`src/rtl/stopwatch_pkg.sv`:
```
// ---------------------------------------------------------------------------
// stopwatch_pkg
// Shared types and constants for the tick_stopwatch block:
//   state_e       - stopwatch control states (IDLE, RUN, PAUSE)
//   DIGIT_W       - width of one BCD display digit
//   ONES_MAX      - largest value of a "ones" digit (seconds/minutes ones)
//   TENS_MAX      - largest value of a "tens" digit (seconds/minutes tens)
//   digits_t      - the four display digits packed as MM:SS
//   subCntWidth() - prescaler width for a given ticks-per-second setting
// ---------------------------------------------------------------------------
package stopwatch_pkg;

  typedef enum logic [1:0] {
    IDLE  = 2'd0,
    RUN   = 2'd1,
    PAUSE = 2'd2
  } state_e;

  localparam int DIGIT_W = 4;

  localparam logic [DIGIT_W-1:0] ONES_MAX = 4'd9;
  localparam logic [DIGIT_W-1:0] TENS_MAX = 4'd5;

  typedef struct packed {
    logic [DIGIT_W-1:0] minTens;
    logic [DIGIT_W-1:0] minOnes;
    logic [DIGIT_W-1:0] secTens;
    logic [DIGIT_W-1:0] secOnes;
  } digits_t;

  // A single tick per second still needs a one-bit counter so the
  // prescaler compare stays well formed.
  function automatic int subCntWidth(input int ticks);
    return (ticks > 1) ? $clog2(ticks) : 1;
  endfunction

endpackage

```
`src/rtl/tick_stopwatch_bcd_digit.sv`:
```
// ---------------------------------------------------------------------------
// bcd_digit
// One mod-(MAX_VAL+1) BCD counter stage. Stages are chained by feeding one
// stage's carry_o into the next stage's en_i, so a full carry ripples
// through all stages in the same cycle.
// Ports:
//   clk_i   - clock
//   rst_i   - synchronous active-high reset
//   clr_i   - synchronous clear to zero (wins over en_i)
//   en_i    - advance by one this cycle
//   value_o - current digit value
//   carry_o - high when this stage wraps to zero on this cycle's edge
// ---------------------------------------------------------------------------
module bcd_digit
  import stopwatch_pkg::*;
#(
  parameter logic [DIGIT_W-1:0] MAX_VAL = ONES_MAX
) (
  input  logic               clk_i,
  input  logic               rst_i,
  input  logic               clr_i,
  input  logic               en_i,
  output logic [DIGIT_W-1:0] value_o,
  output logic               carry_o
);

  logic [DIGIT_W-1:0] value_q;

  // Digit register: clear beats enable, and the digit wraps at MAX_VAL.
  always_ff @(posedge clk_i) begin
    if (rst_i) begin
      value_q <= '0;
    end else if (clr_i) begin
      value_q <= '0;
    end else if (en_i) begin
      value_q <= (value_q == MAX_VAL) ? '0 : value_q + 4'd1;
    end
  end

  // Carry is combinational so the next stage advances on the same edge.
  assign carry_o = en_i && !clr_i && (value_q == MAX_VAL);
  assign value_o = value_q;

endmodule

```
`src/rtl/tick_stopwatch.sv`:
```
// ---------------------------------------------------------------------------
// tick_stopwatch
// MM:SS stopwatch counting seconds derived from rising edges of a slow
// divided clock that lives in the clk_in domain.
// Parameter:
//   TICKS_PER_SEC - divided_clk rising edges per counted second (1..1023)
// Ports:
//   clk_in      - sole clock
//   rst         - synchronous active-high reset
//   divided_clk - slow square wave from the clock divider
//   start       - one-cycle run request
//   stop        - one-cycle pause request
//   clear       - one-cycle zero-and-idle request
//   lap         - one-cycle display freeze/release (lap build only)
//   tick        - registered one-cycle pulse per divided_clk rising edge
//   running     - high only while in RUN
//   min_tens, min_ones, sec_tens, sec_ones - BCD display digits
//   rollover    - one-cycle pulse when the count wraps 59:59 -> 00:00
// Configuration macro:
//   STOPWATCH_LAP_EN - adds the lap freeze flag and display latch; when
//                      undefined, lap is ignored and digits show the live
//                      count.
// ---------------------------------------------------------------------------
module tick_stopwatch
  import stopwatch_pkg::*;
#(
  parameter int TICKS_PER_SEC = 20
) (
  input  logic               clk_in,
  input  logic               rst,
  input  logic               divided_clk,
  input  logic               start,
  input  logic               stop,
  input  logic               clear,
  input  logic               lap,
  output logic               tick,
  output logic               running,
  output logic [DIGIT_W-1:0] min_tens,
  output logic [DIGIT_W-1:0] min_ones,
  output logic [DIGIT_W-1:0] sec_tens,
  output logic [DIGIT_W-1:0] sec_ones,
  output logic               rollover
);

  localparam int               SUB_W    = subCntWidth(TICKS_PER_SEC);
  localparam logic [SUB_W-1:0] SUB_LAST = SUB_W'(TICKS_PER_SEC - 1);

  logic             prev_q;
  logic             tick_q;
  state_e           state_q;
  logic             running_q;
  logic [SUB_W-1:0] sub_cnt_q;
  logic [SUB_W-1:0] sub_cnt_d;
  logic             rollover_q;

  logic    countEn;
  logic    secAdv;
  logic    carrySecOnes;
  logic    carrySecTens;
  logic    carryMinOnes;
  logic    carryMinTens;
  digits_t liveDigits;
  digits_t shownDigits;

  // Rising-edge detector on divided_clk. prev_q comes out of reset high so
  // a divided_clk that is already high never produces a spurious tick.
  always_ff @(posedge clk_in) begin
    if (rst) begin
      prev_q <= 1'b1;
      tick_q <= 1'b0;
    end else begin
      prev_q <= divided_clk;
      tick_q <= divided_clk && !prev_q;
    end
  end

  // Control FSM with running registered alongside the state so it is
  // exactly "state is RUN". Clear beats stop, stop beats start.
  always_ff @(posedge clk_in) begin
    if (rst) begin
      state_q   <= IDLE;
      running_q <= 1'b0;
    end else if (clear) begin
      state_q   <= IDLE;
      running_q <= 1'b0;
    end else begin
      unique case (state_q)
        RUN: begin
          if (stop) begin
            state_q   <= PAUSE;
            running_q <= 1'b0;
          end
        end
        IDLE, PAUSE: begin
          if (start) begin
            state_q   <= RUN;
            running_q <= 1'b1;
          end
        end
        default: begin
          state_q   <= IDLE;
          running_q <= 1'b0;
        end
      endcase
    end
  end

  // A tick only counts while RUN is held through the cycle; a coincident
  // stop or clear throws it away.
  assign countEn = (state_q == RUN) && tick_q && !clear && !stop;
  assign secAdv  = countEn && (sub_cnt_q == SUB_LAST);

  // Prescaler next state: wraps on the tick that advances seconds.
  always_comb begin
    sub_cnt_d = sub_cnt_q;
    if (clear) begin
      sub_cnt_d = '0;
    end else if (countEn) begin
      sub_cnt_d = secAdv ? '0 : sub_cnt_q + SUB_W'(1);
    end
  end

  // Prescaler register.
  always_ff @(posedge clk_in) begin
    if (rst) begin
      sub_cnt_q <= '0;
    end else begin
      sub_cnt_q <= sub_cnt_d;
    end
  end

  bcd_digit #(.MAX_VAL(ONES_MAX)) uSecOnes (
    .clk_i(clk_in), .rst_i(rst), .clr_i(clear), .en_i(secAdv),
    .value_o(liveDigits.secOnes), .carry_o(carrySecOnes)
  );

  bcd_digit #(.MAX_VAL(TENS_MAX)) uSecTens (
    .clk_i(clk_in), .rst_i(rst), .clr_i(clear), .en_i(carrySecOnes),
    .value_o(liveDigits.secTens), .carry_o(carrySecTens)
  );

  bcd_digit #(.MAX_VAL(ONES_MAX)) uMinOnes (
    .clk_i(clk_in), .rst_i(rst), .clr_i(clear), .en_i(carrySecTens),
    .value_o(liveDigits.minOnes), .carry_o(carryMinOnes)
  );

  bcd_digit #(.MAX_VAL(TENS_MAX)) uMinTens (
    .clk_i(clk_in), .rst_i(rst), .clr_i(clear), .en_i(carryMinOnes),
    .value_o(liveDigits.minTens), .carry_o(carryMinTens)
  );

  // The top digit's carry is the 59:59 -> 00:00 wrap; registering it lines
  // the pulse up with the cycle the digits read 00:00.
  always_ff @(posedge clk_in) begin
    if (rst) begin
      rollover_q <= 1'b0;
    end else begin
      rollover_q <= carryMinTens;
    end
  end

`ifdef STOPWATCH_LAP_EN
  logic    freeze_q;
  digits_t lap_q;

  // Lap toggles the freeze flag only in RUN; the latch captures the digits
  // on display at the freezing lap while the live count keeps going.
  always_ff @(posedge clk_in) begin
    if (rst) begin
      freeze_q <= 1'b0;
      lap_q    <= '0;
    end else if (clear) begin
      freeze_q <= 1'b0;
    end else if (lap && (state_q == RUN)) begin
      freeze_q <= !freeze_q;
      if (!freeze_q) begin
        lap_q <= liveDigits;
      end
    end
  end

  assign shownDigits = freeze_q ? lap_q : liveDigits;
`else
  logic unused_lap;

  assign unused_lap  = lap;
  assign shownDigits = liveDigits;
`endif

  assign tick     = tick_q;
  assign running  = running_q;
  assign rollover = rollover_q;
  assign min_tens = shownDigits.minTens;
  assign min_ones = shownDigits.minOnes;
  assign sec_tens = shownDigits.secTens;
  assign sec_ones = shownDigits.secOnes;

endmodule

```
`config.mk`:
```
export PLATFORM = sky130hd
export DESIGN_NAME = tick_stopwatch
export DESIGN_NICKNAME = d
export VERILOG_FILES = /design/src/rtl/stopwatch_pkg.sv /design/src/rtl/tick_stopwatch_bcd_digit.sv /design/src/rtl/tick_stopwatch.sv
export SDC_FILE = /design/constraint.sdc
export NUM_CORES = 1
export LEC_CHECK = 0
export CAP_MARGIN = 10
export CORE_MARGIN = 1
export CORE_UTILIZATION = 50
export DETAILED_ROUTE_END_ITERATION = 6
export PLACE_DENSITY = 0.78
export SYNTH_ARGS = -nofsm -noshare
export SYNTH_HDL_FRONTEND = slang
export SYNTH_HIERARCHICAL = 1
export SYNTH_SLANG_ARGS = --single-unit
```
`constraint.sdc`:
```
create_clock -name clk_in -period 6.7 [get_ports clk_in]
set_clock_uncertainty 0.15 [all_clocks]
set_input_delay 2.01 -clock clk_in [delete_from_list [all_inputs] [get_ports clk_in]]
set_output_delay 2.01 -clock clk_in [all_outputs]
set_load 0.01 [all_outputs]
```
Yosys cells after proc, flatten, opt, wreduce, memory -nomap -nowiden
Cells that the tools add are included.
{"block": "word_totals", "regBits": 27, "in_bits": 7, "word_cells": 55, "out_inout_bits": 19}
{"block": "classes", "eq_ne": 9, "n_mux": 11, "add_sub_neg": 5, "reduce_logical": 20}
{"cell": "adder 4 x 1 -> 4 bit (second input constant)", "n": 4}
{"cell": "two-way mux 4 bit", "n": 4}
{"cell": "logical AND 1 bit", "n": 13}
{"cell": "== test 4 x 3 -> 1 bit (second input constant)", "n": 2}
{"cell": "== test 4 bit (second input constant)", "n": 2}
{"cell": "adder 5 x 1 -> 5 bit (second input constant)", "n": 1}
{"cell": "== test 5 bit (second input constant)", "n": 1}
{"cell": "two-way mux 5 bit", "n": 1}
{"cell": "two-way mux 2 bit", "n": 2}
{"cell": "!= test 2 bit (second input constant)", "n": 2}
{"cell": "case mux 2 bit (2 select lines)", "n": 1}
{"cell": "OR reduction 2 bit", "n": 2}
{"cell": "logical NOT 1 bit", "n": 3}
{"cell": "== test 2 x 1 -> 1 bit (second input constant)", "n": 1}
{"cell": "== test 2 bit (second input constant)", "n": 1}
{"cell": "logical NOT 2 bit", "n": 1}
{"cell": "two-way mux 1 bit", "n": 2}
{"cell": "case mux 1 bit (2 select lines)", "n": 1}
{"cell": "AND reduction 2 bit", "n": 1}

Logic depth before layout (Yosys ltp)
{"block": "depth", "depth_word": 13, "mapped_depth": 12, "ltp_nobuf": 12}

Modules after synthesis
Netlist, hierarchy kept.
{"mod": "tick_stopwatch", "area_each_um2": 488.0, "cells_per_inst": 52, "seq_area_each_um2": 220.2, "instances": 1}
{"mod": "bcd_digit at uMinOnes ...", "area_each_um2": 200.2, "cells_per_inst": 21, "seq_area_each_um2": 80.1, "instances": 2}
{"mod": "bcd_digit at uMinTens ...", "area_each_um2": 187.7, "cells_per_inst": 19, "seq_area_each_um2": 80.1, "instances": 2}

Worst setup path before layout
No wires, ideal clock.
{"block": "synth_timing", "path_kind": "input-to-reg", "startpoint": "in stop", "endpoint": "reg uMinTens.value_q[1], in the netlist uMinTens/value_o[1]", "path_stages": 12, "n_path_buf": 1, "arrival_time_ns": 5.597, "setup_ns": 0.079, "path_slack_ns": 0.874, "t_required_ns": 6.471, "path_cell_list": "or3b_4 > buf_6 > nor3b_1 > nand2_2 > nor4_1 > nand2_2 > nor4_1 > nand2_2 > nor4_1 > nand2_2 > or3b_1 > a211oi_2"}
{"block": "synth_via", "elab_chain_len": 9}
{"element": "from (decl)", "line": "tick_stopwatch.sv:33", "text": "input logic stop,"}
{"element": "logical NOT 1 bit", "line": "tick_stopwatch.sv:110", "text": "assign countEn = (state_q == RUN) && tick_q && !clear && !stop;"}
{"element": "logical AND 1 bit", "line": "tick_stopwatch.sv:110"}
{"element": "logical AND 1 bit", "line": "tick_stopwatch.sv:111", "text": "assign secAdv = countEn && (sub_cnt_q == SUB_LAST);"}
{"element": "net secAdv", "line": "tick_stopwatch.sv:57", "text": "logic secAdv;"}
{"element": "logical AND 1 bit (2 in a row)", "line": "tick_stopwatch_bcd_digit.sv:41", "text": "assign carry_o = en_i && !clr_i && (value_q == MAX_VAL);"}
{"element": "net carrySecOnes", "line": "tick_stopwatch.sv:58", "text": "logic carrySecOnes;"}
{"element": "logical AND 1 bit (2 in a row)", "line": "tick_stopwatch_bcd_digit.sv:41"}
{"element": "net carrySecTens", "line": "tick_stopwatch.sv:59", "text": "logic carrySecTens;"}
{"element": "logical AND 1 bit (2 in a row)", "line": "tick_stopwatch_bcd_digit.sv:41"}
{"element": "net carryMinOnes", "line": "tick_stopwatch.sv:60", "text": "logic carryMinOnes;"}
{"element": "to (signal assigned)", "line": "tick_stopwatch_bcd_digit.sv:36", "text": "value_q <= (value_q == MAX_VAL) ? '0 : value_q + 4'd1;"}
{"element": "to (decl)", "line": "tick_stopwatch_bcd_digit.sv:27", "text": "logic [DIGIT_W-1:0] value_q;"}
The timed path passes the listed nets, and every way through them passes these cells.
A chain may end at the register's enable or synchronous reset.

Worst setup path in the final report
Same ends and word-level chain as after synthesis.

==> impl_metrics.ini <==
[clocking]
clk_pin_slew_ps = 150
clockRootBuffer = clkbuf_4
cts_tree = yes
insertion_delay_ps = 320
cts_max_level = 1
cts_buffers = 3
post_cts_resized = 0
clock-sinks = 27
post_cts_buffers = 0
hold_buffers = 0
ctsLongestPathBuffers = 2

[global_routing]
gr-total-overflow = 0
grt.total_usage = 0.2039
grt_pass1_wl_microns = 4215
antenna_found_initial = 0
grt_max_degree = 23
grt_pass1_vias = 983

[setup_path]
endpoint_kind = register
worst-setup-path-type = input pin to register
worstPathCellList = clkdlybuf4s50_1 > or3b_4 > nor3b_1 > nand2_2 > nor4_1 > buf_4 > nand2_2 > nor4_1 > buf_4 > nand2_2 > nor4_1 > buf_4 > nand2_2 > or3b_1 > a211oi_2
crit_required_ps = 6800
cp_max_fo = 12
worst-path-buf-inv = 4
startpoint_type = input pin
critical_path.top_delay_family = simple AND/OR/NAND/NOR gates
max_stage_delay_ps = 530
cp_slowest_cell = nor3b_1
cp.arrival_ps = 5650
crit_path_frequent_cell = nand2_2

[floorplan]
die_x_microns = 52.28
die_y_microns = 52.28
die_area_sq_um = 2733
coreArea_sq_um = 2297
start_util = 0.5501
ios = 26
num_rows = 17

[pwr]
powerDensity_nw_per_um2 = 155.3
leakagePower_nw = 0.5025
peakVddDrop_mv = 0.09458

[synthesis]
syn_nets = 140
yosys.area.top_type = dfxtp_1
ys_top_cells_by_area = dfxtp_1 (43%), a211oi_2 (4.0%), nor2b_1 (3.5%)
ys_seq_elements = 27
synth-edff-count = 0
synth-compound-area-share = 0.1554
seq_area_frac_synth = 0.4277
synth_top_family_by_area = simple AND/OR/NAND/NOR gates
synth.area.mux_share = 0
synth_ff_type = dfxtp_1
synth-async-reset-ratio = 0
synth_most_common_cell = dfxtp_1
synth_top_area_frac = 0.4277
synth_cells = 132
synth.avg_cell_area_sq_um = 9.574
synth_area_sq_um = 1264
synth_xor_area_frac = 0.05545
synth-simple-area-share = 0.3396
netlist-cell-type-count = 37
synth-warning-count = 6
synth_fa_ha_area_frac = 0.009901
ys_top_cells_by_count = dfxtp_1 (27), nor3_1 (8), o21ai_0 (8)

[routing]
drtAntennaViolNets = 0
routed-via-count = 1083
vias_per_cell = 5.700
routed_wl_microns = 2482
firstDrtPassIters = 4
post_drt_wl_per_cell_microns = 13.06
drcViolationCount = 0
drt-initial-drc-count = 14

[finish]
fin_area_sq_um = 1584
n_antenna_cell = 0
syn_to_final_growth_pct = 25.35
nets = 171
drive_gt1_frac = 0.1481

[min_path]
hp-class = register to register

[sta]
tightest_slew_ps = 792.1
fin_ws_ps = 1143
finalHoldViolCount = 0
maxSlewHeadroom = 0.4703
min_period_ps = 5557
timing.hold.ws_ps = 267.2
grt_setup_unrepaired = false
fmax_mhz = 180.0
slew_viol_final = 0
finalSetupViolCount = 0
period_share = 0.8294
finalSetupTns_ps = 0

[place]
gp_congestion = 0.7204
dp_hpwl_microns = 1699
dp_slack_ps = 830.7
dpl_cell_area_sq_um = 1554
io_buffers = 24

[run]
cap_violations = 0

[outcome]
outcome = complete, no violations
==> power by group <==
part	total [W]	switching [W]	leakage [nW]	internal [W]
clock	0.0000708	0.0000480	0.0139	0.0000228
sequential	0.000163	0.000000745	0.218	0.000162
combinational	0.0000127	0.00000720	0.270	0.00000545
total	0.000246	0.0000560	0.502	0.000190
==> final cells by class <==
type / count / area [sq um]
Clock buffer: 3 / 22.52
Clock inverter: 1 / 7.507
Fill cell: 178 / 713.2
Multi-Input combinational cell: 103 / 708.2
Sequential cell: 27 / 540.5
Tap cell: 28 / 35.03
Timing Repair Buffer: 28 / 270.3
==> routing by layer <==
layer | GRT usage | vias to the layer above | wire [microns]
li1 | - | 557 | -
met1 | 0.2518 | 506 | 1177
met2 | 0.3462 | 18 | 1166
met3 | 0.04058 | 2 | 112
met4 | 0.07895 | 0 | 26
met5 | 0 | - | 0
==> logic make-up (layout without fill, tap and decap cells) <==
group,count (synthesis),in the layout
AND/OR/NAND/NOR,65,65
flip-flops,27,27
buffers and inverters,2,32
XOR/XNOR,8,8
AO/OA/AOI/OAI,29,29
adder cells (fa/ha/maj),1,1
==> cells in the final DEF, fill, tap and decap left out, drive strengths merged, types with 3 or more instances in the layout <==
master          n
nand2b          4
o21ai          11
nand3           3
xnor2           4
nor3            8
a211oi          8
clkdlybuf4s50  24
or3b            5
clkbuf          3
dfxtp          27
xor2            4
nor2b           7
nor4            4
or4             4
nand2          11
buf             4
a21oi           6
==> metrics by stage <==
step,power [W],std cells,utilization
6_report,0.0002459,190,0.6895
5_1_grt,0.0002561,190,0.6895
2_1_floorplan,0.0001699,132,-
4_1_cts,0.0002489,190,0.6895
3_5_place_dp,0.0001787,186,0.6765
3_3_place_gp,0.0001783,186,0.6765
==> final timing paths <==
check                from                   to  slack, ps  cells after the start
max                  stop  uMinTens/value_o[1]       1140                     15
min                prev_q                 tick        270                      1
max reg2reg  sub_cnt_q[0]  uMinTens/value_o[1]       2640                     15
min reg2reg        prev_q                 tick        270                      1
==> flip-flops by register name, summed over array words and instances (netlist names) <==
register          count
sub_cnt_q             5
uMinOnes/value_o      4
uMinTens/value_o      4
uSecOnes/value_o      4
uSecTens/value_o      4
state_q               2
prev_q                1
rollover              1
running               1
tick                  1
Note: power is estimated with default switching activity, not from simulation.
